$ cat config.mk
export PLATFORM = sky130hd
export DESIGN_NAME = msg_reg_uart_tx_flat
export DESIGN_NICKNAME = d
export VERILOG_FILES = /design/src/rtl/msg_reg_uart_tx_if.sv /design/src/rtl/msg_reg_uart_tx.sv /design/src/flat_wrapper.sv
export SDC_FILE = /design/constraint.sdc
export NUM_CORES = 1
export LEC_CHECK = 0
export ABC_AREA = 1
export ABC_CLOCK_PERIOD_IN_PS = 1600
export BUFFER_PORTS_ARGS = -buffer_cell sky130_fd_sc_hd__buf_4
export CAP_MARGIN = 10
export CORE_MARGIN = 2
export CORE_UTILIZATION = 40
export CTS_CLUSTER_SIZE = 25
export DETAILED_ROUTE_END_ITERATION = 7
export PLACE_DENSITY = 0.64
export SYNTH_ARGS = -nofsm -noshare
export SYNTH_HDL_FRONTEND = slang
export SYNTH_SLANG_ARGS = --single-unit
$ cat constraint.sdc
create_clock -name clk -period 1.6 [get_ports clk]
set_input_delay 0.08 -clock clk [delete_from_list [all_inputs] [get_ports clk]]
set_output_delay 0.08 -clock clk [all_outputs]
set_load 0.1 [all_outputs]
$ cat src/rtl/msg_reg_uart_tx_if.sv
// Handshake/serial bundle between the message-register UART block and its host.
interface msg_reg_uart_tx_if;
  logic       ready;
  logic [7:0] data;
  logic       blue;
  logic       tx_ctrl;
  logic [7:0] tx_byte;
  logic       transmit_ready;
  logic       tx_serial;

  modport master (
    output ready, data,
    input  blue, tx_ctrl, tx_byte, transmit_ready, tx_serial
  );

  modport slave (
    input  ready, data,
    output blue, tx_ctrl, tx_byte, transmit_ready, tx_serial
  );
endinterface

$ cat src/rtl/msg_reg_uart_tx.sv
// One-deep message register feeding an 8N1 UART transmitter.
// A rising edge of ready captures data; the byte launches whenever the UART is idle.
module msg_reg (
  input  logic       clk,
  input  logic       nRst,
  input  logic       ready,
  input  logic [7:0] data,
  input  logic       transmit_ready,
  output logic       pending,
  output logic       tx_ctrl,
  output logic [7:0] tx_byte
);
  logic       ready_d;
  logic [7:0] msg;

  // Capture needs pending=0 and launch needs pending=1, so they never collide.
  always_ff @(posedge clk or negedge nRst) begin
    if (!nRst) begin
      ready_d <= 1'b0;
      pending <= 1'b0;
      msg     <= '0;
      tx_ctrl <= 1'b0;
      tx_byte <= '0;
    end else begin
      ready_d <= ready;
      if (ready && !ready_d && !pending) begin
        msg     <= data;
        pending <= 1'b1;
      end
      if (pending && transmit_ready && !tx_ctrl) begin
        tx_ctrl <= 1'b1;
        tx_byte <= msg;
        pending <= 1'b0;
      end else begin
        tx_ctrl <= 1'b0;
      end
    end
  end
endmodule

module uart_tx #(
  parameter int unsigned CLKS_PER_BIT = 10
) (
  input  logic       clk,
  input  logic       nRst,
  input  logic       tx_ctrl,
  input  logic [7:0] tx_byte,
  output logic       transmit_ready,
  output logic       tx_serial
);
  localparam int unsigned CW = $clog2(CLKS_PER_BIT);
  localparam logic [CW-1:0] LAST = CW'(CLKS_PER_BIT - 1);

  typedef enum logic [1:0] {IDLE, START, DATA, STOP} state_t;

  state_t        state;
  logic [CW-1:0] clk_cnt;
  logic [2:0]    bit_idx;
  logic [7:0]    shreg;

  always_ff @(posedge clk or negedge nRst) begin
    if (!nRst) begin
      state          <= IDLE;
      clk_cnt        <= '0;
      bit_idx        <= '0;
      shreg          <= '0;
      tx_serial      <= 1'b1;
      transmit_ready <= 1'b1;
    end else begin
      case (state)
        IDLE: begin
          if (tx_ctrl) begin
            shreg          <= tx_byte;
            transmit_ready <= 1'b0;
            tx_serial      <= 1'b0;
            clk_cnt        <= '0;
            state          <= START;
          end
        end
        START: begin
          if (clk_cnt == LAST) begin
            clk_cnt   <= '0;
            bit_idx   <= '0;
            tx_serial <= shreg[0];
            state     <= DATA;
          end else begin
            clk_cnt <= clk_cnt + CW'(1);
          end
        end
        DATA: begin
          if (clk_cnt == LAST) begin
            clk_cnt <= '0;
            if (bit_idx == 3'd7) begin
              tx_serial <= 1'b1;
              state     <= STOP;
            end else begin
              bit_idx   <= bit_idx + 3'd1;
              tx_serial <= shreg[bit_idx + 3'd1];
            end
          end else begin
            clk_cnt <= clk_cnt + CW'(1);
          end
        end
        STOP: begin
          if (clk_cnt == LAST) begin
            clk_cnt        <= '0;
            transmit_ready <= 1'b1;
            state          <= IDLE;
          end else begin
            clk_cnt <= clk_cnt + CW'(1);
          end
        end
        default: state <= IDLE;
      endcase
    end
  end
endmodule

module msg_reg_uart_tx #(
  parameter int unsigned CLKS_PER_BIT = 10
) (
  input  logic               clk,
  input  logic               nRst,
  msg_reg_uart_tx_if.slave   bus
);
  logic pending;

  msg_reg u_msg_reg (
    .clk            (clk),
    .nRst           (nRst),
    .ready          (bus.ready),
    .data           (bus.data),
    .transmit_ready (bus.transmit_ready),
    .pending        (pending),
    .tx_ctrl        (bus.tx_ctrl),
    .tx_byte        (bus.tx_byte)
  );

  uart_tx #(.CLKS_PER_BIT(CLKS_PER_BIT)) u_uart_tx (
    .clk            (clk),
    .nRst           (nRst),
    .tx_ctrl        (bus.tx_ctrl),
    .tx_byte        (bus.tx_byte),
    .transmit_ready (bus.transmit_ready),
    .tx_serial      (bus.tx_serial)
  );

  assign bus.blue = pending | bus.tx_ctrl | ~bus.transmit_ready;
endmodule

$ cat src/flat_wrapper.sv
// flat-port wrapper written by rule: the top's interface ports become plain ports
module msg_reg_uart_tx_flat 
#(
  parameter int unsigned CLKS_PER_BIT = 10
)
  (clk, nRst, bus_ready, bus_data, bus_blue, bus_tx_ctrl, bus_tx_byte, bus_transmit_ready, bus_tx_serial);
  msg_reg_uart_tx_if bus_i ();
  input  logic clk;
  input  logic nRst;
  input wire logic [$bits(bus_i.ready)-1:0] bus_ready;
  input wire logic [$bits(bus_i.data)-1:0] bus_data;
  output wire logic [$bits(bus_i.blue)-1:0] bus_blue;
  output wire logic [$bits(bus_i.tx_ctrl)-1:0] bus_tx_ctrl;
  output wire logic [$bits(bus_i.tx_byte)-1:0] bus_tx_byte;
  output wire logic [$bits(bus_i.transmit_ready)-1:0] bus_transmit_ready;
  output wire logic [$bits(bus_i.tx_serial)-1:0] bus_tx_serial;
  assign bus_i.ready = bus_ready;
  assign bus_i.data = bus_data;
  assign bus_blue = bus_i.blue;
  assign bus_tx_ctrl = bus_i.tx_ctrl;
  assign bus_tx_byte = bus_i.tx_byte;
  assign bus_transmit_ready = bus_i.transmit_ready;
  assign bus_tx_serial = bus_i.tx_serial;
  msg_reg_uart_tx #(.CLKS_PER_BIT(CLKS_PER_BIT)) u_core (.clk(clk), .nRst(nRst), .bus(bus_i));
endmodule
==> impl_metrics.yaml <==
worst_setup_path:
  r2r_cells: 7
  worstPathCellList: "inv_1 > ha_1 > nand2_2 > o21ai_1 > nand4_1 > nand2_1 > o21ai_0"
  launching_element_type_of_the_critical_path: "flop"
  worstPathArrival_ns: 1.62
  timing.critical_path.slowest_cell_delay_ns: 0.38
  launch_point_of_the_critical_path: "u_core.u_uart_tx.state[0]"
  ff2ff_setup_slack_ns: 0.14
  timing.critical_path.slowest_stage_cell: "sky130_fd_sc_hd__dfrtp_1"
  critical_path_peak_fanout: 5
  critical_path.endpoint_type: "flop"
  criticalPathCategory: "flop to flop"
  rr_startpoint: "u_core.u_uart_tx.state[0]"
  critPathCapture: "u_core.u_uart_tx.bit_idx[2]"
  cp.required_ns: 1.76
  worst_r2r_endpoint: "u_core.u_uart_tx.bit_idx[2]"
final_layout:
  drive_above_1_share: 0.261
  nets: 242
  fill_cells: 403
  finalNonFillerCells: 274
  antennaDiodeCount: 0
  leading_cell_types_in_the_layout_fill_and_taps_excluded: "sky130_fd_sc_hd__nand2_1 (69), sky130_fd_sc_hd__dfrtp_1 (35), sky130_fd_sc_hd__buf_4 (25), sky130_fd_sc_hd__inv_1 (13), sky130_fd_sc_hd__ha_1 (10)"
  final_common_cell: "sky130_fd_sc_hd__nand2_1"
  area_growth_syn_to_layout_pct: 22.9
global_routing:
  grt_max_degree: 39
  overflow: 0
  first_global_vias: 1315
  global_route_usage_sum: 0.139
  grt_antenna_before_repair: 0
  grt_pass1_wl_um: 5510
floorplan:
  design.core.area_um2: 4290
  floorplan.die_area_um2: 4940
  io_pins: 23
  fp.dieH_um: 70.3
  initial_utilization: 0.409
  rows: 24
  horizontal_extent_of_the_die_um: 70.3
synth:
  post_synth_num_cell_types: 25
  yosysTopAreaCellShare: 0.512
  synth_top_area_cell: "sky130_fd_sc_hd__dfrtp_1"
  syn-instance-count: 187
  synth.net_count: 208
  ys_seq_area_frac: 0.542
  ys_seq_elements: 38
  avgSynthCellArea_um2: 9.40
  yosysWarningCount: 0
  synthesis.area_um2: 1760
  yosys-top-cells-area: "sky130_fd_sc_hd__dfrtp_1 (51%), sky130_fd_sc_hd__nand2_1 (15%), sky130_fd_sc_hd__ha_1 (7.1%)"
drt:
  route.antenna.remaining_nets: 0
  routed_wl_um: 3020
  via_per_inst: 4.73
  vias: 1295
  firstDrtPassIters: 4
  drt_drc_violations_left: 0
  drt_iter0_drc: 36
  wl_per_cell_um: 11.0
place:
  dpl.hpwl_um: 2250
  port_bufs: 22
  placed_cells: 264
  dp_worst_setup_slack_ns: 0.100
  finalWeightedCongestion: 0.808
cts:
  clock_sinks: 38
  postCtsSetupBuffers: 0
  ctsHtreeMaxLevel: 2
  clock_latency_ns: 0.28
  clock_tree.root_cell: "sky130_fd_sc_hd__clkbuf_8"
  cts.reportedPaths.clkPinSlew_ns: 0.07
  cts_buffers: 5
  cts_buffer_depth: 2
  cts_tree: "yes"
power:
  p_leak_nw: 1.12
  ir_drop_mv: 0.504
  powerDensity_nw_per_um2: 831
  post-layout-total-power_mw: 1.80
job:
  maxCapViolations: 0
timing:
  final.setup_skew_ns: 0.00441
  max_slew.worst_pin.slew_ns: 0.474
  min_period_over_period: 0.912
  totalNegativeSetupSlack_ns: 0
  fmaxAchievable_mhz: 685
  finalMaxSlewViolations: 0
  setup_repair_after_global_routing_missed_its_margin: "false"
  slew-limit-headroom: 0.684
  setup_viol: 0
  hold_slack_ns: 0.0236
  final_period_minus_worst_setup_slack_ns: 1.46
  worst_path_setup_slack_after_routing_ns: 0.141
  final-hold-violation-count: 0
run_status:
  status: "finished, final reports clean"
hold_path:
  hold_class: "primary input to flop"
==> logic make-up after synthesis <==
family	after synthesis	share of synthesized area
AND/OR/NAND/NOR	93	0.231
flip-flops	38	0.542
buffers and inverters	20	0.0441
AO/OA/AOI/OAI	18	0.0612
adder cells (fa/ha/maj)	10	0.0712
multiplexers	7	0.0448
XOR/XNOR	1	0.00498
==> report_power, final <==
part / total, mW / switching [mW] / internal, mW
logic: 0.0404 / 0.0212 / 0.0192
registers: 0.961 / 0.000335 / 0.961
clock network: 0.794 / 0.329 / 0.465
==> metrics by stage <==
stage           util  area [um^2]
2_1_floorplan      -         1760
3_3_place_gp   0.469         2020
3_5_place_dp   0.469         2020
4_1_cts        0.500         2150
5_1_grt        0.503         2160
6_report       0.503         2160
==> cell type report <==
cell class                 instances  area [um^2]  share of cell area
inverter                          20         77.6              0.0359
clock buffer                       6         72.6              0.0336
multi-input combinational        129          742               0.343
sequential                        38          958               0.444
timing repair buffer              27          208              0.0961
tap                               52         65.1              0.0301
clock inverter                     2         37.5              0.0174
==> worst min path at each step <==
stage           startpoint                           to  slack [ns]  cells after the start
5_1_grt        bus_data[0]      u_core.u_msg_reg.msg[0]        0.02                      2
4_1_cts        bus_data[2]      u_core.u_msg_reg.msg[2]        0.01                      2
2_1_floorplan         nRst      u_core.u_msg_reg.msg[0]       -0.22                      0
3_5_place_dp          nRst  u_core.u_uart_tx.clk_cnt[2]        0.08                      1
3_3_place_gp          nRst  u_core.u_uart_tx.clk_cnt[2]        0.08                      1
6_report       bus_data[2]      u_core.u_msg_reg.msg[2]        0.02                      2
==> what timing repair did <==
item | CTS | global route
hold buffers | 2 | 0
endpoints found under the setup margin | 0 | 6
hold endpoints to repair | 37 | 0
resized for setup | 0 | 6
==> synth_stat cells <==
master,n
sky130_fd_sc_hd__nand4_1,2
sky130_fd_sc_hd__a21oi_1,5
sky130_fd_sc_hd__nand3_1,8
sky130_fd_sc_hd__dfrtp_1,36
sky130_fd_sc_hd__inv_2,4
sky130_fd_sc_hd__nor3_1,1
sky130_fd_sc_hd__nor2_1,5
sky130_fd_sc_hd__ha_1,10
sky130_fd_sc_hd__o21ai_0,7
sky130_fd_sc_hd__nand3_2,2
sky130_fd_sc_hd__o21ai_1,2
sky130_fd_sc_hd__a31oi_1,1
sky130_fd_sc_hd__dfstp_2,2
sky130_fd_sc_hd__nand3b_2,1
sky130_fd_sc_hd__nor3b_1,1
sky130_fd_sc_hd__o22ai_1,1
sky130_fd_sc_hd__o21ai_2,1
sky130_fd_sc_hd__nor3_4,1
sky130_fd_sc_hd__a21oi_4,1
sky130_fd_sc_hd__nor2_2,2
sky130_fd_sc_hd__mux2_2,7
sky130_fd_sc_hd__inv_4,1
sky130_fd_sc_hd__nand2_1,70
sky130_fd_sc_hd__xor2_1,1
sky130_fd_sc_hd__inv_1,15
==> worst max-delay path, delay by kind of cell, from the launching register on <==
kind / cells / cell delay (ns)
simple gates: 3 / 0.35
flops: 1 / 0.38
fa+ha+maj: 1 / 0.31
compound gates: 2 / 0.18
buf+inv: 1 / 0.12
==> routing by layer <==
metal | global-route usage | vias to the layer above | share of wire
li1 | - | 665 | -
met1 | 0.179 | 610 | 0.48
met2 | 0.229 | 18 | 0.49
met3 | 0.0260 | 2 | 0.026
met4 | 0.0577 | 0 | 0.0089
met5 | 0 | - | 0
Power figures use the tool's default switching activity.
